<file path="config.mk">
export PLATFORM = sky130hd
export DESIGN_NAME = mem_port_arbiter
export DESIGN_NICKNAME = d
export VERILOG_FILES = /design/src/rtl/mem_port_arbiter.sv
export SDC_FILE = /design/constraint.sdc
export NUM_CORES = 1
export LEC_CHECK = 0
export BUFFER_PORTS_ARGS = -buffer_cell sky130_fd_sc_hd__buf_2
export CAP_MARGIN = 20
export CORE_UTILIZATION = 50
export CTS_CLUSTER_DIAMETER = 200
export CTS_CLUSTER_SIZE = 30
export DETAILED_ROUTE_END_ITERATION = 7
export PLACE_DENSITY = 0.95
export SYNTH_ARGS = -nofsm -noshare
export SYNTH_HDL_FRONTEND = slang
export SYNTH_SLANG_ARGS = --single-unit
</file>
<file path="constraint.sdc">
create_clock -name clock -period 3.8 [get_ports clock]
set_clock_uncertainty 0.05 [all_clocks]
set_input_delay 0.19 -clock clock [delete_from_list [all_inputs] [get_ports clock]]
set_output_delay 0.19 -clock clock [all_outputs]
set_load 0.02 [all_outputs]
</file>
<file path="src/rtl/mem_port_arbiter.sv">
// Two-requester round-robin arbiter for the byte-wide BRAM data port.
// Sequences the memory's read timing and its read-modify-write byte-store timing.
module mem_port_arbiter #(
  parameter logic [15:0] WR_LIMIT = 16'h8000
) (
  input  logic        clock,
  input  logic        reset,
  input  logic        req0,
  input  logic        req1,
  input  logic        we0,
  input  logic        we1,
  input  logic [15:0] addr0,
  input  logic [15:0] addr1,
  input  logic [7:0]  wdata0,
  input  logic [7:0]  wdata1,
  output logic        ack0,
  output logic        ack1,
  output logic [7:0]  rdata0,
  output logic [7:0]  rdata1,
  output logic        err0,
  output logic        err1,
  output logic [15:0] mem_addr,
  output logic [7:0]  mem_wdata,
  output logic        mem_write,
  input  logic [7:0]  mem_rdata
);

  typedef enum logic [2:0] {IDLE, ADDR, READ, WR, WHOLD, DONE} state_t;

  typedef struct packed {
    logic idx;
    logic we;
  } txn_t;

  state_t state, state_nx;
  txn_t   cur;
  logic   last_grant;
  logic   grant_en;
  logic   grant_idx;
  logic   done;
  logic   wr_err;

  always_comb begin
    state_nx  = state;
    grant_en  = 1'b0;
    // On a tie the requester that did not win last time goes first.
    grant_idx = (req0 && req1) ? ~last_grant : req1;
    case (state)
      IDLE: begin
        if (req0 || req1) begin
          grant_en = 1'b1;
          state_nx = ADDR;
        end
      end
      ADDR:    state_nx = cur.we ? WR : READ;
      READ:    state_nx = DONE;
      WR:      state_nx = WHOLD;
      WHOLD:   state_nx = DONE;
      DONE:    state_nx = IDLE;
      default: state_nx = IDLE;
    endcase
  end

  always_ff @(posedge clock or posedge reset) begin
    if (reset) begin
      state      <= IDLE;
      last_grant <= 1'b1;
      cur        <= '0;
      mem_addr   <= 16'h0000;
      mem_wdata  <= 8'h00;
      mem_write  <= 1'b0;
      rdata0     <= 8'h00;
      rdata1     <= 8'h00;
    end else begin
      state     <= state_nx;
      mem_write <= (state_nx == WR);
      if (grant_en) begin
        last_grant <= grant_idx;
        cur        <= '{idx: grant_idx, we: (grant_idx ? we1 : we0)};
        mem_addr   <= grant_idx ? addr1 : addr0;
        mem_wdata  <= grant_idx ? wdata1 : wdata0;
      end
      if (state == READ) begin
        if (cur.idx) rdata1 <= mem_rdata;
        else         rdata0 <= mem_rdata;
      end
    end
  end

  // mem_addr holds the winner's address until DONE, so it doubles as the latched address.
  assign done   = (state == DONE);
  assign wr_err = done && cur.we && (mem_addr >= WR_LIMIT);
  assign ack0   = done && !cur.idx;
  assign ack1   = done &&  cur.idx;
  assign err0   = wr_err && !cur.idx;
  assign err1   = wr_err &&  cur.idx;

endmodule

</file>
==> flow_summary.yaml, run 1 <==
run_status:
  status: "finished, final reports clean"
sta:
  final.period_utilization_pct: 50.9
  maxSlewViolCount: 0
  worst_slew_margin_rel_pct: 32.2
  fin_crit_ns: 1.93
  rsz0062_at_grt: "false"
  worst_slack_ns: 1.87
  setup_viol: 0
  fin_setup_tns_ns: 0
  hold_slack_ns: 0.0607
  worstMarginPinSlew_ns: 1.01
  max_freq_ghz: 0.517
  hold_violations: 0
die:
  coreArea_um2: 4350
  pin_count: 107
  rows: 24
  die_y_um: 69.3
  dieArea_um2: 4800
  initial_core_util_pct: 52.0
  die_x_um: 69.3
logic_synthesis:
  yosysTopAreaCellShare_pct: 50.9
  synth_fa_ha_area_share_pct: 0
  ys_top_cells_by_area: "dfrtp_1, a2bb2oi_2, mux2_4, o32ai_1, buf_2"
  synth_xor_area_share_pct: 0
  syn_area_per_cell_um2: 14.1
  ys_warn_count: 0
  muxShareOfSynthArea_pct: 10.6
  synth_top_family_by_area: "compound AO/OA/AOI/OAI gates"
  netlist_instances: 161
  yosys.area_share.simple_pct: 4.26
  netlist_area_um2: 2260
  syn_nets: 223
  synth_seq_cells: 47
  ys_seq_area_share_pct: 52.0
  synth-compound-area-share_pct: 27.4
  synth_area_leader_cell: "dfrtp_1"
  ys_types: 27
detailed_routing:
  wl_per_cell_um: 16.0
  dr.pass1.iters: 4
  num_vias: 1744
  ant_nets: 0
  drc: 0
  wl_um: 5010
  vias_per_cell: 5.59
  drtIter0Drc: 85
cells_and_area:
  final_cell_mix: "buf_2, dfrtp_1, o32ai_1"
  final_core_util_pct: 65.5
  multi_input_area_um2: 966
  fillerInstances: 320
  syn_to_final_growth_pct: 26.1
  antenna_cells: 0
  finalInstanceArea_um2: 2850
  register_area_um2: 1180
  final_common_cell: "buf_2"
  nNetsFinal: 321
  drive_gt1_share_pct: 60.0
global_route:
  grt_pass1_wl_um: 8240
  grt_pass1_vias: 1734
  top_usage_layer: "met2"
  overflow: 0
  grt_util_met3_pct: 5.96
  grt_start_max_net_pins: 48
  grt_util_all_layers_pct: 21.7
  antenna_found_initial: 0
  grt_util_met2_pct: 36.0
  grt_use_met1_pct: 28.7
cts:
  cts_buffers: 5
  cts.sinks: 47
  cts.clk_slew.worst_paths_ns: 0.08
  cts_htree_levels: 2
  cts_buffer_depth: 2
  cts_root_buffer: "clkbuf_8"
  tritoncts: "built"
  worstSkewPairLatency_ns: 0.29
  cts_resized: 0
  cts_setup_buffers: 0
  postCtsHoldBufs: 0
placed_design:
  numPortBuffers: 106
  gp_congestion: 0.787
  post-place-ws_ns: 1.88
  place_area_um2: 2770
  dp_hpwl_um: 3630
worst_setup_path:
  r2r_cells: 5
  cp-start-kind: "flip-flop"
  end_kind: "flip-flop"
  arrival_ns: 2.09
  crit_required_ns: 3.96
  crit_fanout: 30
  critPathKind: "flip-flop to flip-flop"
job:
  cap_violations: 0
power_and_ir_drop:
  peakVddDrop_mv: 0.478
  leakage_uw: 0.00133
  p_per_area_nw_per_um2: 887
hold_path:
  hp-class: "input port to async pin"
==> flip-flops by register name, indices dropped and copies added, names as in the netlist <==
register / count
cur: 2
last_grant: 1
mem_addr: 16
mem_wdata: 8
mem_write: 1
rdata0: 8
rdata1: 8
state: 3
==> critical path, cell delays in order, from the launching register on <==
cell	delay, ns
dfrtp_1	0.49
nor3_4	0.20
buf_4	0.39
o21a_1	0.18
buf_4	0.34
a2bb2oi_1	0.21
==> metrics by stage <==
stage	cells	total power, uW
2_1_floorplan	161	1920
3_3_place_gp	304	2220
3_5_place_dp	304	2270
4_1_cts	312	2550
5_1_grt	312	2680
6_report	312	2530
==> layer usage <==
layer,vias to the layer above,routed length (um)
met4,0,35
met3,6,270
li1,820,-
met2,71,2570
met1,847,2140
met5,-,0
==> worst paths after layout <==
kind / from / endpoint / slack (ns)
setup / recovery: state[2]$_DFF_PP0_ / mem_addr[13]$_DFFE_PP0P_ / 1.87
hold / removal: reset / rdata0[7]$_DFFE_PP0P_ / 0.06
setup reg to reg: state[2]$_DFF_PP0_ / mem_addr[13]$_DFFE_PP0P_ / 1.87
hold reg to reg: rdata0[0]$_DFFE_PP0P_ / rdata0[0]$_DFFE_PP0P_ / 0.46
max in group asynchronous: reset / mem_wdata[7]$_DFFE_PP0P_ / 3.05
min in group clock: mem_rdata[7] / rdata0[7]$_DFFE_PP0P_ / 0.10
==> final cells by class <==
type | count | area share, %
Tap cell | 52 | 2.28
Timing Repair Buffer | 108 | 19.1
Clock buffer | 7 | 2.67
Inverter | 5 | 0.658
Multi-Input combinational cell | 92 | 33.8
Sequential cell | 47 | 41.3
Clock inverter | 1 | 0.175
==> where the power goes <==
group	total, uW	switching (uW)	internal [uW]
Clock	279	150	129
Sequential	932	181	751
Combinational	1320	698	622
Total	2530	1030	1500
==> cells in the mapped netlist (all sizes together) <==
cell and count:
dfstp 1, a21oi 1, o32ai 25, and3 2
buf 15, nor2 4, and2 1, a22o 1
inv 5, o211ai 1, dfrtp 46, o21a 1
o21ai 2, nor3 3, nor2b 4, mux2 16
nand2 3, a2bb2oi 25, o2bb2ai 1, clkbuf 2
nand4 1, a21bo 1
==> cells by family after synthesis <==
kind of cell | Yosys count
flip-flops | 47
AND/OR/NAND/NOR | 18
multiplexers | 16
AO/OA/AOI/OAI | 58
buffers and inverters | 22
(Power assumes the default switching activity.)
==> inputs of run 2 (changes only) <==
--- a/config.mk
+++ b/config.mk
@@ -7,11 +7,11 @@
 export LEC_CHECK = 0
 export BUFFER_PORTS_ARGS = -buffer_cell sky130_fd_sc_hd__buf_2
 export CAP_MARGIN = 20
-export CORE_UTILIZATION = 50
+export CORE_UTILIZATION = 42
 export CTS_CLUSTER_DIAMETER = 200
 export CTS_CLUSTER_SIZE = 30
 export DETAILED_ROUTE_END_ITERATION = 7
-export PLACE_DENSITY = 0.95
+export PLACE_DENSITY = 0.87
 export SYNTH_ARGS = -nofsm -noshare
 export SYNTH_HDL_FRONTEND = slang
 export SYNTH_SLANG_ARGS = --single-unit
==> constraint.sdc (replaced) <==
create_clock -name clock -period 1.6 [get_ports clock]
set_clock_uncertainty 0.05 [all_clocks]
set_input_delay 0.08 -clock clock [delete_from_list [all_inputs] [get_ports clock]]
set_output_delay 0.08 -clock clock [all_outputs]
set_load 0.02 [all_outputs]
==> run 2 against run 1 <==
  * Flip-flop and latch count did not move
  * Combinational power rose to 2.6 times the previous value
  * Cell count is 11% higher
  * Die area is 18% higher
  * Setup slack got worse by 1.7 ns
  * Register-to-register slack got worse by 1.7 ns
  * Sequential power grew 140%
  * First-iteration DRC count decreased by 26%
==> flow_summary.yaml, run 2 (synthesis gave the netlist of run 1 again) <==
sta:
  worst_slew_margin_rel_pct: 70.5
  fin_crit_ns: 1.46
  worst_slack_ns: 0.135
  worstMarginPinSlew_ns: 0.442
  setup_viol: 0
  maxSlewViolCount: 0
  final.period_utilization_pct: 91.5
  hold_slack_ns: 0.0394
  max_freq_ghz: 0.683
  hold_violations: 0
detailed_routing:
  wl_um: 5610
  wl_per_cell_um: 16.2
  drc: 0
  vias_per_cell: 5.23
  drtIter0Drc: 63
  num_vias: 1815
  ant_nets: 0
  dr.pass1.iters: 4
cells_and_area:
  nNetsFinal: 338
  final_cell_mix: "buf_2, dfrtp_1, o32ai_1"
  antenna_cells: 0
  finalInstanceArea_um2: 3120
  final_common_cell: "buf_2"
  syn_to_final_growth_pct: 38.0
  regMostFlops: "mem_addr"
  largest_reg_flops: 16
  drive_gt1_share_pct: 61.0
  fillerInstances: 436
die:
  rows: 26
  die_y_um: 75.4
  initial_core_util_pct: 44.0
  die_x_um: 75.4
  coreArea_um2: 5140
  dieArea_um2: 5690
  pin_count: 107
cts:
  cts.sinks: 47
  worstSkewPairLatency_ns: 0.29
  tritoncts: "built"
  cts_buffers: 5
  cts_root_buffer: "clkbuf_8"
  cts.clk_slew.worst_paths_ns: 0.09
  cts_buffer_depth: 2
  cts_htree_levels: 2
placed_design:
  dp_hpwl_um: 3910
  numPortBuffers: 106
  gp_congestion: 0.762
  place_area_um2: 2920
  post-place-ws_ns: 0.179
hold_path:
  hp-class: "input port to flip-flop"
  min_to: "mem_wdata[3]$_DFFE_PP0P_"
  min-delay-start: "wdata1[3]"
  min_delay_path_depth: 3
power_and_ir_drop:
  p_per_area_nw_per_um2: 2030
  p_comb_share_pct: 53.1
  leakage_uw: 0.00143
  pwr-share-seq_pct: 35.0
  p_int_uw: 3790
  switching_power_uw: 2550
  power_frac_clock_pct: 11.8
  swShare_pct: 40.2
  peakVddDrop_mv: 1.21
worst_setup_path:
  crit_fanout: 6
  r2r_cells: 4
  regToRegStartpoint: "state[2]$_DFF_PP0_"
  arrival_ns: 1.33
  crit_required_ns: 1.47
  critPathKind: "flip-flop to output port"
  end_kind: "output port"
  cp-start-kind: "flip-flop"
  r2r_end: "rdata0[2]$_DFFE_PP0P_"
  reg2reg_slack_ns: 0.17
global_route:
  overflow: 0
  grt_start_max_net_pins: 32
  grt_pass1_vias: 1757
  grt_pass1_wl_um: 8200
  antenna_found_initial: 0
  grt_util_all_layers_pct: 19.2
job:
  cap_violations: 0
run_status:
  status: "finished, final reports clean"
run 2: changes by cell type in the layout (fill, tap and decap cells not counted), moves of 2 or more:
cell and delta:
dlygate4sd3_1 +9, dfrtp_2 +2, buf_12 +6, clkbuf_1 -2, dfrtp_1 -2, buf_4 +2
run 2: cell type report:
cell class	count	area [um^2]	share of cell area, %
multi-input cells	92	968	31.0
repair buffers	125	771	24.7
well taps	70	87.6	2.80
flip-flops and latches	47	1180	37.8
clock inverters	2	16.3	0.521
clock buffers	6	82.6	2.64
inverters	5	18.8	0.601
run 2: timing repair:
| item | CTS | global route |
|---|---|---|
| setup buffers | 0 | 1 |
| endpoints found under the setup margin | 0 | 2 |
| gates resized for setup | 0 | 3 |
| hold endpoints to repair | 30 | 1 |
| hold buffers | 8 | 1 |
run 2: worst max-delay path: stages (launching register included):
cell	delay (ns)
dfrtp_2	0.44
nor2b_2	0.21
nand4_1	0.13
nor2_1	0.10
buf_2	0.17
run 2: metrics by stage:
step | power, uW | cells | TNS (ns) | utilization [%]
2_1_floorplan | 4560 | 161 | 0 | -
3_3_place_gp | 5470 | 329 | 0 | 56.9
3_5_place_dp | 5600 | 329 | 0 | 56.9
4_1_cts | 6370 | 345 | 0 | 60.3
5_1_grt | 6730 | 347 | -0.0136 | 60.8
6_report | 6350 | 347 | 0 | 60.8
run 2: power groups by stage:
stage | Sequential, uW | Clock [uW] | Combinational (uW)
after floorplan | 2780 | 0 | 1780
after global routing | 2300 | 831 | 3590
after detailed placement | 2240 | 0 | 3360
final | 2220 | 750 | 3370
after CTS | 2220 | 774 | 3370
after global placement | 2230 | 0 | 3240
run 2: worst max-delay path by stage:
stage               slack (ns)  depth (start not counted)                  endpoint                    from
detailed placement        0.18                          4  mem_addr[13]$_DFFE_PP0P_      state[2]$_DFF_PP0_
CTS                       0.04                          4                      err1      state[0]$_DFF_PP0_
finish                    0.14                          4                      err0      state[0]$_DFF_PP0_
global placement          0.21                          4     rdata1[5]$_DFFE_PP0P_      state[2]$_DFF_PP0_
floorplan                 0.22                          5   mem_addr[0]$_DFFE_PP0P_  last_grant$_DFFE_PP1P_
global route            -0.007                          4                      err1      state[0]$_DFF_PP0_
run 2: per-layer routing:
| layer | share of wire [%] | track usage, % |
|---|---|---|
| met4 | 0.53 | 4.73 |
| met1 | 43 | 24.4 |
| met2 | 51 | 33.2 |
| met5 | 0 | 0 |
| met3 | 5.2 | 4.63 |
==> inputs of run 3 (changes only) <==
--- a/config.mk
+++ b/config.mk
@@ -7,11 +7,13 @@
 export LEC_CHECK = 0
 export BUFFER_PORTS_ARGS = -buffer_cell sky130_fd_sc_hd__buf_2
 export CAP_MARGIN = 20
-export CORE_UTILIZATION = 42
+export CELL_PAD_IN_SITES_DETAIL_PLACEMENT = 1
+export CELL_PAD_IN_SITES_GLOBAL_PLACEMENT = 2
+export CORE_UTILIZATION = 26
 export CTS_CLUSTER_DIAMETER = 200
 export CTS_CLUSTER_SIZE = 30
 export DETAILED_ROUTE_END_ITERATION = 7
-export PLACE_DENSITY = 0.87
+export PLACE_DENSITY = 0.86
 export SYNTH_ARGS = -nofsm -noshare
 export SYNTH_HDL_FRONTEND = slang
 export SYNTH_SLANG_ARGS = --single-unit
==> run 3 against run 2 <==
  * Maximum frequency down 2.1%
  * Sequential power about the same
  * Total power up 0.95%
  * Worst hold slack worse by 0.0028 ns
  * Setup slack worse by 0.032 ns
  * Largest power group unchanged
  * Critical endpoint is now ack1
  * Flip-flop and latch count unchanged
  * Largest cell class unchanged
  * Register-to-register slack about the same
  * Clock power up 2%
==> flow_summary.yaml, run 3 (synthesis gave the netlist of run 1 again) <==
sta:
  fin_setup_tns_ns: 0
  fin_crit_ns: 1.50
  hold_slack_ns: 0.0366
  worst_slack_ns: 0.104
  worst_slew_margin_rel_pct: 57.3
  maxSlewViolCount: 0
  worstMarginPinSlew_ns: 0.640
  rsz0062_at_grt: "false"
  final.period_utilization_pct: 93.5
  max_freq_ghz: 0.668
  setup_viol: 0
  hold_violations: 0
detailed_routing:
  drtIter0Drc: 38
  wl_per_cell_um: 17.2
  vias_per_cell: 4.83
  ant_nets: 0
  drc: 0
  num_vias: 1840
  dr.pass1.iters: 4
  wl_um: 6540
placed_design:
  dp_hpwl_um: 4640
  place_area_um2: 2950
  numPortBuffers: 106
  gp_congestion: 0.681
  post-place-ws_ns: -0.154
job:
  cap_violations: 0
die:
  coreArea_um2: 8340
  die_y_um: 95.3
  dieArea_um2: 9080
  initial_core_util_pct: 27.1
  die_x_um: 95.3
  pin_count: 107
  rows: 33
cells_and_area:
  drive_gt1_share_pct: 60.9
  finalInstanceArea_um2: 3150
  nNetsFinal: 337
  fillerInstances: 931
  regMostFlops: "mem_addr"
  syn_to_final_growth_pct: 39.2
  antenna_cells: 0
  final_cell_mix: "buf_2, dfrtp_1, o32ai_1"
  final_common_cell: "buf_2"
  largest_reg_flops: 16
worst_setup_path:
  cp-start-kind: "flip-flop"
  arrival_ns: 1.37
  crit_required_ns: 1.47
  crit_fanout: 7
  end_kind: "output port"
  critPathKind: "flip-flop to output port"
  reg2reg_slack_ns: 0.16
hold_path:
  hp-class: "input port to flip-flop"
cts:
  worstSkewPairLatency_ns: 0.30
  cts_buffer_depth: 2
  cts_buffers: 5
  tritoncts: "built"
  cts_htree_levels: 2
  cts_root_buffer: "clkbuf_8"
  cts.clk_slew.worst_paths_ns: 0.09
  cts.sinks: 47
power_and_ir_drop:
  peakVddDrop_mv: 0.567
  leakage_uw: 0.00143
  p_per_area_nw_per_um2: 2030
  power_uw: 6410
global_route:
  overflow: 0
  antenna_found_initial: 0
  grt_util_all_layers_pct: 14.3
  grt_start_max_net_pins: 30
  grt_pass1_wl_um: 10000
  grt_pass1_vias: 2002
run_status:
  status: "finished, final reports clean"
==> run 3: worst paths after layout <==
| path | from | to | depth (start not counted) |
|---|---|---|---|
| min in group asynchronous | reset | mem_addr[14]$_DFFE_PP0P_ | 3 |
| worst max register to register | state[0]$_DFF_PP0_ | mem_addr[15]$_DFFE_PP0P_ | 4 |
| max in group asynchronous | reset | last_grant$_DFFE_PP1P_ | 4 |
| worst max-delay path | state[1]$_DFF_PP0_ | ack1 | 3 |
| worst min-delay path | addr1[6] | mem_addr[6]$_DFFE_PP0P_ | 3 |
| worst min register to register | rdata0[4]$_DFFE_PP0P_ | rdata0[4]$_DFFE_PP0P_ | 1 |
==> run 3: timing repair <==
| item | in CTS | in global routing |
|---|---|---|
| hold buffers | 9 | 0 |
| pin swaps | 0 | 0 |
| endpoints found under the hold margin | 31 | 0 |
| setup endpoints to repair | 28 | 2 |
| buffers inserted | 0 | 1 |
| gates resized for setup | 2 | 2 |
==> run 3: layout make-up <==
type	count	area (um^2)	share of cell area, %
Clock buffer	5	68.8	2.18
Clock inverter	3	27.5	0.874
Inverter	5	18.8	0.596
Multi-Input combinational cell	92	973	30.9
Sequential cell	47	1180	37.5
Tap cell	105	131	4.17
Timing Repair Buffer	124	751	23.8
==> run 3: layer usage <==
layer	vias up	share of wire [%]	wire length (um)	global-route usage [%]
met5	-	0	0	0
met4	0	0.41	27	2.78
met3	4	5.4	352	3.43
met2	61	50	3300	24.1
met1	920	44	2860	18.5
li1	855	-	-	-
==> run 3: where the power goes <==
group / internal (uW) / leakage, uW / switching (uW)
combinational: 1650 / 0.000844 / 1770
clock: 324 / 0.0000467 / 438
sequential: 1790 / 0.000535 / 441
==> run 3: worst max-delay path, stage by stage (launching register included) <==
cell and delay, ns:
dfrtp_2 0.47, buf_4 0.16, nor3_1 0.23, buf_2 0.21
==> run 3: per-stage QoR <==
| step | instances | utilization, % |
|---|---|---|
| floorplan | 161 | - |
| global placement | 363 | 35.3 |
| detailed placement | 363 | 35.3 |
| CTS | 380 | 37.6 |
| global route | 381 | 37.8 |
| finish | 381 | 37.8 |
